**src/rtl/lcd_frame_source.sv**
```systemverilog
// rtl/lcd_frame_source.sv - ST7789 frame byte source: window commands, then RGB565 test-pattern pixels.
// Valid/ready byte stream with a per-byte register-select (dc) flag.
module lcd_frame_source #(
  parameter int WIDTH    = 240,
  parameter int HEIGHT   = 135,
  parameter int X_OFFSET = 40,
  parameter int Y_OFFSET = 53
) (
  input  logic        clk,
  input  logic        reset,
  input  logic        start,
  input  logic [1:0]  mode,
  input  logic [15:0] color,
  output logic        out_valid,
  input  logic        out_ready,
  output logic [7:0]  out_data,
  output logic        out_dc,
  output logic        busy,
  output logic        frame_done
);

  localparam int XW    = (WIDTH  > 1) ? $clog2(WIDTH)  : 1;
  localparam int YW    = (HEIGHT > 1) ? $clog2(HEIGHT) : 1;
  localparam int BAR_W = (WIDTH >= 8) ? WIDTH / 8 : 1;

  localparam logic [15:0] XS = 16'(X_OFFSET);
  localparam logic [15:0] XE = 16'(X_OFFSET + WIDTH - 1);
  localparam logic [15:0] YS = 16'(Y_OFFSET);
  localparam logic [15:0] YE = 16'(Y_OFFSET + HEIGHT - 1);
  localparam logic [XW-1:0] X_LAST = XW'(WIDTH - 1);
  localparam logic [YW-1:0] Y_LAST = YW'(HEIGHT - 1);

  typedef enum logic [1:0] {IDLE, CMD, PIXEL_HI, PIXEL_LO} state_t;

  state_t        state, state_n;
  logic [3:0]    cmd_idx, cmd_n;
  logic [XW-1:0] x, x_n;
  logic [YW-1:0] y, y_n;
  logic [1:0]    mode_q;
  logic [15:0]   color_q, pixel_q, pixel_n;
  logic [8:0]    cmd_byte;
  logic          xfer, last_px, done_n;
  int            bar;

  assign xfer    = out_valid & out_ready;
  assign last_px = (x == X_LAST) && (y == Y_LAST);

  always_ff @(posedge clk or posedge reset) begin
    if (reset) begin
      state      <= IDLE;
      cmd_idx    <= 4'd0;
      x          <= '0;
      y          <= '0;
      mode_q     <= 2'd0;
      color_q    <= 16'h0000;
      pixel_q    <= 16'h0000;
      frame_done <= 1'b0;
    end else begin
      state      <= state_n;
      cmd_idx    <= cmd_n;
      x          <= x_n;
      y          <= y_n;
      pixel_q    <= pixel_n;
      frame_done <= done_n;
      if (state == IDLE && start) begin
        mode_q  <= mode;
        color_q <= color;
      end
    end
  end

  always_comb begin
    state_n = state;
    cmd_n   = cmd_idx;
    x_n     = x;
    y_n     = y;
    done_n  = 1'b0;
    case (state)
      IDLE: if (start) begin
        state_n = CMD;
        cmd_n   = 4'd0;
        x_n     = '0;
        y_n     = '0;
      end
      CMD: if (xfer) begin
        cmd_n = cmd_idx + 4'd1;
        if (cmd_idx == 4'd10) state_n = PIXEL_HI;
      end
      PIXEL_HI: if (xfer) state_n = PIXEL_LO;
      PIXEL_LO: if (xfer) begin
        if (x == X_LAST) begin
          x_n = '0;
          y_n = (y == Y_LAST) ? '0 : y + 1'b1;
        end else begin
          x_n = x + 1'b1;
        end
        if (last_px) begin
          state_n = IDLE;
          done_n  = 1'b1;
        end else begin
          state_n = PIXEL_HI;
        end
      end
      default: state_n = IDLE;
    endcase
  end

  // Pixel is computed from the coordinates the counters will hold next cycle,
  // so it is already registered when PIXEL_HI presents its high byte.
  always_comb begin
    pixel_n = color_q;
    bar     = int'(x_n) / BAR_W;
    case (mode_q)
      2'd0: pixel_n = color_q;
      2'd1: begin
        if (bar >= 7) pixel_n = 16'h0000;
        else begin
          case (bar)
            0:       pixel_n = 16'hFFFF;
            1:       pixel_n = 16'hFFE0;
            2:       pixel_n = 16'h07FF;
            3:       pixel_n = 16'h07E0;
            4:       pixel_n = 16'hF81F;
            5:       pixel_n = 16'hF800;
            default: pixel_n = 16'h001F;
          endcase
        end
      end
      2'd2: pixel_n = (1'(x_n >> 3) ^ 1'(y_n >> 3)) ? ~color_q : color_q;
      default: pixel_n = {5'(x_n >> 3), 6'(y_n >> 2), 5'h00};
    endcase
  end

  always_comb begin
    case (cmd_idx)
      4'd0:    cmd_byte = {1'b0, 8'h2A};
      4'd1:    cmd_byte = {1'b1, XS[15:8]};
      4'd2:    cmd_byte = {1'b1, XS[7:0]};
      4'd3:    cmd_byte = {1'b1, XE[15:8]};
      4'd4:    cmd_byte = {1'b1, XE[7:0]};
      4'd5:    cmd_byte = {1'b0, 8'h2B};
      4'd6:    cmd_byte = {1'b1, YS[15:8]};
      4'd7:    cmd_byte = {1'b1, YS[7:0]};
      4'd8:    cmd_byte = {1'b1, YE[15:8]};
      4'd9:    cmd_byte = {1'b1, YE[7:0]};
      4'd10:   cmd_byte = {1'b0, 8'h2C};
      default: cmd_byte = 9'h000;
    endcase
  end

  always_comb begin
    out_valid = (state != IDLE);
    busy      = (state != IDLE);
    out_data  = 8'h00;
    out_dc    = 1'b0;
    case (state)
      CMD:      {out_dc, out_data} = cmd_byte;
      PIXEL_HI: {out_dc, out_data} = {1'b1, pixel_q[15:8]};
      PIXEL_LO: {out_dc, out_data} = {1'b1, pixel_q[7:0]};
      default: ;
    endcase
  end

endmodule

```
**config.mk**
```make
export PLATFORM = sky130hd
export DESIGN_NAME = lcd_frame_source
export DESIGN_NICKNAME = d
export VERILOG_FILES = /design/src/rtl/lcd_frame_source.sv
export SDC_FILE = /design/constraint.sdc
export NUM_CORES = 1
export LEC_CHECK = 0
export BUFFER_PORTS_ARGS = -buffer_cell sky130_fd_sc_hd__buf_4
export CORE_ASPECT_RATIO = 1.75
export CORE_UTILIZATION = 40
export DETAILED_ROUTE_END_ITERATION = 8
export PLACE_DENSITY = 0.59
export REMOVE_ABC_BUFFERS = 1
export SLEW_MARGIN = 20
export SYNTH_ARGS = -nofsm -noshare
export SYNTH_HDL_FRONTEND = slang
export SYNTH_SLANG_ARGS = --single-unit
```
**constraint.sdc**
```tcl
create_clock -name clk -period 6.45 [get_ports clk]
set_input_delay 0.645 -clock clk [delete_from_list [all_inputs] [get_ports clk]]
set_output_delay 0.645 -clock clk [all_outputs]
set_load 0.1 [all_outputs]
```
; ---- After elaboration in Yosys (flattened, before gate mapping)
; Memory sizes are Yosys's and may differ from the RTL's.
; Index checks and enable logic that the tools add are counted.
[totals]
wordCells = 77
in_bits = 22
output_inout_bits = 12
reg_bits = 57
mem_bits_ro = 128
n_memories = 1
[mem_list]
columns = name, words, word_bits, rd, rd_clocked_by_memory_dff, wr, line
row1 = (name not given), 16, 8, 1, 0, 0, 135  ; case (cmd_idx)
[classes]
add_sub_neg = 3
order_cmp = 1
n_div = 1
reduce_logical = 12
n_bitwise = 3
muxes = 28
eq_ne = 19
[ops]
columns = op, count
row1 = 16-bit case mux with 6 select lines, 1
row2 = "32-bit by 2-bit == test with 1-bit output, second input constant", 2
row3 = "32-bit by 3-bit == test with 1-bit output, second input constant", 2
row4 = 8-bit 2-to-1 mux, 7
row5 = 16-bit case mux with 3 select lines, 1
row6 = "9-bit by 6-bit divider with 32-bit output, second input constant", 1
row7 = "32-bit by 1-bit == test with 1-bit output, second input constant", 1
row8 = "32-bit by 4-bit greater-or-equal comparator with 1-bit output, second input constant", 1
row9 = 32-bit logical NOT, 1
row10 = 16-bit 2-to-1 mux, 2
row11 = 8-bit case mux with 2 select lines, 2
row12 = 8-bit case mux with 3 select lines, 1
row13 = "8-bit by 1-bit adder with 8-bit output, second input constant", 2
row14 = "8-bit == test, second input constant", 2
row15 = 16-bit NOT, 1
row16 = 2-bit 2-to-1 mux, 6
row17 = "2-bit != test, second input constant", 6
row18 = 4-bit 2-to-1 mux, 2
row19 = 2-bit case mux with 4 select lines, 1
row20 = 4-bit case mux with 2 select lines, 1
row21 = "2-bit == test, second input constant", 3
row22 = 2-bit nonzero test, 3
row23 = 5-bit AND reduction, 1
row24 = "4-bit by 1-bit adder with 4-bit output, second input constant", 1
row25 = other kinds (11), 16

; ---- Logic depth before layout (Yosys ltp)
; Gate-level depths: netlist of run 1.
[logic_depth]
word_depth = 9
depth_mapped = 15

; ---- Worst setup path after synthesis of run 1
; Ideal clock, no wire load.
[synth_timing]
path_type = reg2out
start = reg state[1]
end = out out_data[1]
path_stages_with_launch = 5
required_ns = 5.805
t_arrival_ns = 2.727
n_path_buf = 1
setup_slack_ns = 3.078
path_cell_list = dfrtp_1 -> ha_1 -> clkbuf_1 -> a22oi_1 -> a31oi_1
[synth_via]
elab_chain_cells = 2
elab_cells_between_ends = 4
classes_between = eq/ne: 3 / mux: 1
[synth_lines]
columns = item, line
row1 = "start, declared", 35  ; state_t state, state_n;
row2 = "start signal, assigned", 59  ; state <= state_n;
row3 = 2-bit == test / 2-bit by 1-bit == test with 1-bit output (equally long branches), 156  ; case (state)
row4 = 8-bit case mux with 3 select lines (*), 156
row5 = "end, declared", 16  ; output logic [7:0] out_data,
; Mark *: on every way between the ends. The rest lies on a longest branch, timed or not.

; ---- Final worst setup path of run 1
[layout_timing]
start = reg state[0]
end = reg pixel_q[2]
[layout_via]
elab_chain_cells = 9
elab_cells_between_ends = 21
classes_between = div: 1 / order compare: 1 / eq/ne: 6 / mux: 8 / bitwise: 2 / reduce/logical: 3
[layout_lines]
columns = item, line
row1 = "parallel branches: the longest is 8 deep, another holds 9-bit by 6-bit divider with 32-bit output", -
row2 = 16-bit case mux with 3 select lines (*), 113  ; case (mode_q)
row3 = named net pixel_n[2], 40  ; logic [15:0] color_q, pixel_q, pixel_n;
row4 = "end signal, assigned", 63  ; pixel_q <= pixel_n;
row5 = "end, declared", 40
; Mark *: on every way through the listed nets, which the timed path passes. The select of a mux whose other input is x is not followed.
; A chain may end at the register's enable or synchronous reset.

==> metrics.md, run 1 <==
| Metric | Value |
|---|---|
| Final Hold Fails | 0 |
| Layout filler cell count | 787 |
| Worst path slowest cell | or4_1 |
| Post-synthesis simple-gate area fraction | 0.160 |
| Critical path's top delay family | simple AND/OR/NAND/NOR gates |
| Max-slew headroom | 0.405 |
| Post-DP HPWL | 6130 um |
| Worst EP arrival | 4.08 ns |
| Share of the synthesized area in the top cell type | 0.415 |
| Synth cell types | 56 |
| WL final | 8200 um |
| H-Tree Depth | 3 |
| Layout cell share with drive strength beyond 1 | 0.208 |
| Sequential-to-total area share from yosys stat | 0.415 |
| Nets | 420 |
| Initial antenna violation count | 0 |
| Fin Clk Skew | 0.00708 ns |
| Compound-Gate Fraction of Synth Area | 0.231 |
| Worst R2R Setup Slack | 2.61 ns |
| Number of detailed-route iterations in the first pass | 4 |
| Die height | 125 um |
| Ant diodes | 0 |
| First-pass GRT wire length | 13,600 um |
| CTS tree | yes |
| RSZ-0062 raised after global routing | no |
| Slew Limit Fails | 0 |
| I/O pin count | 34 |
| Latest clock arrival within the worst-skew pair | 0.32 ns |
| PostCTS Resize Cnt | 0 |
| Routed vias/inst | 5.57 |
| Crit path top cell by count | ha_1 |
| #FFs+latches synth | 57 |
| Adder-cell share of the synthesized area | 0.0509 |
| Clock Root Buffer | clkbuf_16 |
| Initial cell density of the core | 0.414 |
| Fin util | 0.490 |
| Number of buffers created by CTS | 9 |
| Final instance area | 4070 um2 |
| Largest area contributor in the netlist | dfrtp_1 |
| Syn_area_per_cell | 9.61 um2 |
| Synthesis Warnings | 0 |
| DIE WIDTH | 72.1 um |
| Worst-Margin Slew | 0.890 ns |
| Max IR drop VDD | 0.308 mV |
| Cell area after synthesis | 3440 um2 |
| Buffers on Ports | 33 |
| Cell Area, Placed | 3750 um2 |
| CP max stage delay | 0.60 ns |
| Iter 0 DRT Violations | 100 |
| Period utilization | 0.596 |
| Sink Count | 57 |
| Largest family of logic cells by synthesized area | compound AO/OA/AOI/OAI gates |
| Pin count of the biggest net entering global routing | 58 |
| Longest Clk Path Bufs | 2 |
| Die footprint | 8990 um2 |
| Lkg Pwr | 1.69 nW |
| WP data required | 6.69 ns |
| PD cells | 493 nW/um2 |
| Worst hold slack | 0.523 ns |
| Post-CTS Hold Fix Bufs | 0 |
| Reg-to-reg critical path endpoint | pixel_q[2] |
| Area contributors post-synth | dfrtp_1 41%, mux2_2 6.2%, ha_1 5.1% |
| Setup TNS | 0 ns |
| Critical path fanouts, max | 18 |
| CP Class | register to register |
| Final setup fails | 0 |
| Row count | 44 |
| Area Growth Syn to Fin | 18.3% |
| Outcome | complete, no violations |
| Core Footprint | 8310 um2 |
| Gpl congestion | 0.889 |
| Congestion Overflow GR | 0 |
| Max frequency | 260 MHz |
| Post-route minimum period | 3.84 ns |
| Total Routing Usage GR | 0.201 |
| CP Launch Type | register |
| XOR/XNOR Fraction of Synth Area | 0.0327 |
| WP buf/inv | 1 |
| Vias in the first global route | 2,766 |
| Drt drc | 0 |
| Post-route ant nets | 0 |
| CP Cell Sequence | inv_1 -> ha_1 -> nand2b_1 -> or4_1 -> a21oi_2 -> or2_1 -> nor2b_1 -> ha_1 -> o32ai_1 -> or3_1 -> a211o_1 -> o211ai_1 |
| CP Capture Type | register |
| Maxcap violations | 0 |
| Vias | 2,809 |
| Mapped Cells | 358 |
| DR WL/cell | 16.3 um |
| Total Power | 2.01 mW |
| Reg2reg path depth | 12 |
| Hold Path Class | input port to async pin |
| Post-synthesis mux area share | 0.0651 |
| Clk pin slew, worst setup/hold paths | 0.05 ns |
| Origin of the critical flop-to-flop path | state[0] |
| Setup bufs post-CTS | 0 |
-- power by group --
group	internal [mW]	leakage (nW)	total [mW]	switching (mW)
combinational	0.294	0.812	0.909	0.615
clock	0.349	0.153	0.507	0.158
sequential	0.483	0.721	0.592	0.109
total	1.13	1.69	2.01	0.882
-- state kept, by name (all words and copies together), names as in the netlist --
register,flops
color_q,16
pixel_q,16
x,8
y,8
cmd_idx,4
mode_q,2
state,2
frame_done,1
-- kinds of logic (layout without fill, tap and decap cells) --
| kind of cell | count (synthesis) | in the layout |
|---|---|---|
| AO/OA/AOI/OAI | 115 | 115 |
| AND/OR/NAND/NOR | 105 | 105 |
| flip-flops | 57 | 57 |
| buffers and inverters | 35 | 66 |
| multiplexers | 20 | 20 |
| adder cells (fa/ha/maj) | 14 | 14 |
| XOR/XNOR | 12 | 12 |
-- layer usage --
layer  track usage  wire length, um  up-vias  part of all wire
met5             0                0        -                 0
met4         0.138              450        0             0.055
met3        0.0518              259       22             0.032
met2         0.334             4260       61              0.52
met1         0.216             3230     1350              0.39
li1              -                -     1376                 -
-- metrics by stage --
| stage | worst slack, ns | instances |
|---|---|---|
| CTS | 2.60 | 504 |
| global route | 2.30 | 504 |
| global placement | 2.75 | 488 |
| finish | 2.61 | 504 |
| floorplan | 3.02 | 338 |
| detailed placement | 2.64 | 488 |
-- worst max-delay path by stage --
stage,from,end,depth (start not counted)
2_1_floorplan,state[1],out_data[4],5
3_3_place_gp,state[0],pixel_q[2],12
3_5_place_dp,state[0],pixel_q[2],12
4_1_cts,state[0],pixel_q[2],12
5_1_grt,state[0],pixel_q[2],12
6_report,state[0],pixel_q[2],12
-- area by class of cell --
type	count	area [um2]	area share
clock buffer	12	246	0.0606
clock inverter	4	76.3	0.0188
inverter	15	56.3	0.0138
multi-input combinational	266	1860	0.457
sequential	57	1430	0.350
tap	115	144	0.0354
timing repair buffer	35	263	0.0646
-- cells in the mapped netlist, drive strengths merged --
master / n
mux2: 19
nand4b: 4
nand4: 3
o2111ai: 2
o22ai: 3
a21o: 3
or3: 5
nor4: 2
a211oi: 1
nand2: 23
a21oi: 20
xor2: 9
a22oi: 9
xnor2: 3
a221oi: 3
nor4b: 1
nor2: 21
a31oi: 5
nand2b: 5
inv: 15
nand3: 17
buf: 6
o32ai: 1
nor2b: 10
a21bo: 1
a221o: 4
or3b: 1
nor3: 6
o21a: 2
o211ai: 13
o31ai: 7
a21boi: 1
and2: 2
or2: 2
o21ai: 31
dfrtp: 57
a211o: 2
mux2i: 1
clkbuf: 14
ha: 14
nor3b: 1
or4: 2
a22o: 7
-- cells in the final DEF (no fill, tap or decap), types with 3 or more instances in the layout --
cell        n
a21o_1      3
a21oi_1    18
nand4b_1    4
o22ai_1     3
ha_1       14
a221o_1     4
nor3_1      6
nand3_1    16
nor2b_1    10
clkbuf_16   9
a22oi_1     9
a31oi_1     5
o211ai_1   11
nand2b_1    5
nor2_1     20
dfrtp_1    57
a221oi_1    3
or3_1       5
xor2_1      9
o21ai_0    30
mux2_2     19
o31ai_1     6
inv_1      13
nand2_1    22
a22o_1      7
buf_4      35
nand4_1     3
-- worst min-delay path: stages --
cell and delay, ns:
buf_4 0.11, inv_2 0.03, buf_4 0.55
Note: power is estimated with default switching activity, not from simulation.
==> inputs of run 2 (changes only) <==
Settings changed: PLACE_DENSITY 0.59 to 0.61.
Clock period 6.45 ns to 3.4 ns, I/O delays scaled along.
==> run 2 against run 1 <==
Setup slack lost 2.4 ns. Largest power group unchanged. Count of clock-buffer cells in the layout shrank 1. Via count grew 2.6%. Register-to-register slack lost 2.4 ns. Cell area grew 3.3%. Power grew 95%. Highest routed layer unchanged. Critical endpoint is now pixel_q[1]. Combinational power grew 97%.
==> metrics.md, run 2 (synthesis gave the netlist of run 1 again) <==
| Metric | Value |
|---|---|
| Outcome | complete, no violations |
| Fin Clk Skew | 0.00796 ns (+0.000881 ns) |
| Final setup fails | 0 (unchanged) |
| Layout cell share with drive strength beyond 1 | 0.244 (+0.0356) |
| Congestion Overflow GR | 0 (unchanged) |
| I/O pin count | 34 (unchanged) |
| Layout filler cell count | 773 (-1.8%) |
| Worst-Margin Slew | 0.943 ns (+0.0531 ns) |
| Cell internal pwr | 2.19 mW (+95%) |
| Final Hold Fails | 0 (unchanged) |
| Initial cell density of the core | 0.414 (unchanged) |
| Post-route minimum period | 3.23 ns (-0.614 ns) |
| Setup TNS | 0 ns (unchanged) |
| Post-route ant nets | 0 (unchanged) |
| Switching Share | 0.439 (about the same) |
| Latest clock arrival within the worst-skew pair | 0.33 ns (about the same) |
| Number of detailed-route iterations in the first pass | 4 (unchanged) |
| Iter 0 DRT Violations | 239 (+140%) |
| Met3 Usage GRT | 0.0494 (-0.00243) |
| Max frequency | 310 MHz (+19%) |
| Number of buffers created by CTS | 9 (unchanged) |
| Sink Count | 57 (unchanged) |
| Fin util | 0.506 (+0.0161) |
| Total Routing Usage GR | 0.213 (+0.0127) |
| Final instance area | 4200 um2 (+3.3%) |
| Origin of the critical flop-to-flop path | state[1] |
| DR WL/cell | 16.9 um (+4.1%) |
| Max-slew headroom | 0.370 (-0.0355) |
| Hold Path Class | input port to register |
| Period utilization | 0.950 (+0.354) |
| Routed vias/inst | 5.57 (about the same) |
| Core Footprint | 8310 um2 (unchanged) |
| Clock power frac | 0.253 (about the same) |
| Sequential share of power | 0.290 (-0.005) |
| Regs by FF count | color_q: 16 flops, pixel_q: 16 flops |
| Vias in the first global route | 2,889 (+4.4%) |
| Cell Area, Placed | 3830 um2 (+2.2%) |
| Max IR drop VDD | 0.517 mV (+68%) |
| CP max stage delay | 0.63 ns (+0.03 ns) |
| Grt met2 use | 0.390 (+0.0561) |
| WP data required | 3.64 ns (-3.05 ns) |
| Lkg Pwr | 1.76 nW (+4.3%) |
| CP Class | register to register |
| Hold wc startpoint | color[1] |
| Crit path top cell by count | ha_1 |
| Most common cell after layout, fill and taps aside | dfrtp_1 |
| Busiest grt layer | met2 |
| Area of the multi-input gates | 1880 um2 (+1.1%) |
| Most frequent cells in the layout | 57 x dfrtp_1, 48 x buf_4, 30 x o21ai_0 |
| Switching Power | 1.72 mW (+95%) |
| Drt drc | 0 (unchanged) |
| Longest Clk Path Bufs | 2 (unchanged) |
| Logic pwr share | 0.458 (+0.005) |
| Vias | 2,882 (+2.6%) |
| Ant diodes | 0 (unchanged) |
| H-Tree Depth | 3 (unchanged) |
| Critical path origin | state[1] |
| CP Capture Type | register |
| RSZ-0062 raised after global routing | no |
| Worst EP arrival | 3.47 ns (-0.61 ns) |
| Die height | 125 um (unchanged) |
| CTS tree | yes |
| Gpl congestion | 0.824 (-7.3%) |
| Worst path slowest cell | or4_1 |
| DIE WIDTH | 72.1 um (unchanged) |
| Met1 Use GR | 0.230 (+0.0141) |
| PD cells | 931 nW/um2 (+89%) |
| Worst hold slack | 0.241 ns (-0.282 ns) |
| Pin count of the biggest net entering global routing | 47 (-19%) |
| Register Area | 1430 um2 (unchanged) |
| Nets | 434 (+3.3%) |
| CP Launch Type | register |
| Critical path fanouts, max | 10 (-8) |
| Buffers on Ports | 33 (unchanged) |
| WL final | 8760 um (+6.8%) |
| Area Growth Syn to Fin | 22.2% |
| Clk pin slew, worst setup/hold paths | 0.05 ns (about the same) |
| Maxcap violations | 0 (unchanged) |
| First-pass GRT wire length | 14,500 um (+6.4%) |
| Row count | 44 (unchanged) |
| Die footprint | 8990 um2 (unchanged) |
| Clock Root Buffer | clkbuf_16 |
| Initial antenna violation count | 0 (unchanged) |
| Slew Limit Fails | 0 (unchanged) |
| Post-DP HPWL | 6530 um (+6.6%) |
| CP Cell Sequence | inv_1 -> ha_1 -> buf_4 -> nand4b_1 -> or4_1 -> o211ai_4 -> ha_1 -> o32ai_1 -> or3_1 -> a211o_1 -> o211ai_1 |
==> run 2: timing repair <==
item	CTS	global route
gates resized for setup	0	4
setup endpoints to repair	0	6
endpoints found under the hold margin	11	0
setup buffers	0	2
hold buffers	1	0
==> run 2: through the flow <==
step / std cells / power, mW / setup slack [ns]
2_1_floorplan: 338 / 2.42 / 0.00320
3_3_place_gp: 499 / 2.90 / 0.237
3_5_place_dp: 499 / 2.92 / 0.129
4_1_cts: 515 / 3.93 / 0.112
5_1_grt: 517 / 4.15 / 0.0110
6_report: 517 / 3.91 / 0.170
==> run 2: routing by layer <==
metal / vias to the layer above / routed length [um]
met5: - / 0
met4: 0 / 178
met3: 13 / 269
met2: 71 / 5000
met1: 1397 / 3310
li1: 1401 / -
==> run 2: final timing paths <==
path / end / depth (start not counted) / slack, ns
min reg2reg: color_q[15] / 1 / 0.52
min: color_q[1] / 2 / 0.24
max in group asynchronous: color_q[11] / 4 / 2.00
min in group asynchronous: pixel_q[11] / 3 / 0.52
max: pixel_q[1] / 11 / 0.17
max reg2reg: pixel_q[1] / 11 / 0.17
==> run 2: final cells by class <==
type                    count  share of cell area
well taps                 115              0.0342
multi-input cells         266               0.447
clock inverters             4              0.0182
inverters                  15              0.0134
clock buffers              11              0.0601
repair buffers             49              0.0881
flip-flops and latches     57               0.339
==> run 2: critical path: cells and delay by family, from the launching register on <==
| kind | cells | cell delay [ns] |
|---|---|---|
| buffers and inverters | 2 | 0.27 |
| adders and majority gates | 2 | 0.42 |
| AOI/OAI and AO/OA | 4 | 0.72 |
| DFF | 1 | 0.41 |
| and+or+nand+nor | 3 | 1.33 |
==> run 2: power by group through the flow <==
stage | clock network, mW | registers (mW) | logic, mW
floorplan | 0 | 1.08 | 1.34
global placement | 0 | 1.14 | 1.76
detailed placement | 0 | 1.15 | 1.77
CTS | 1.01 | 1.13 | 1.78
global route | 1.04 | 1.17 | 1.94
finish | 0.989 | 1.13 | 1.79
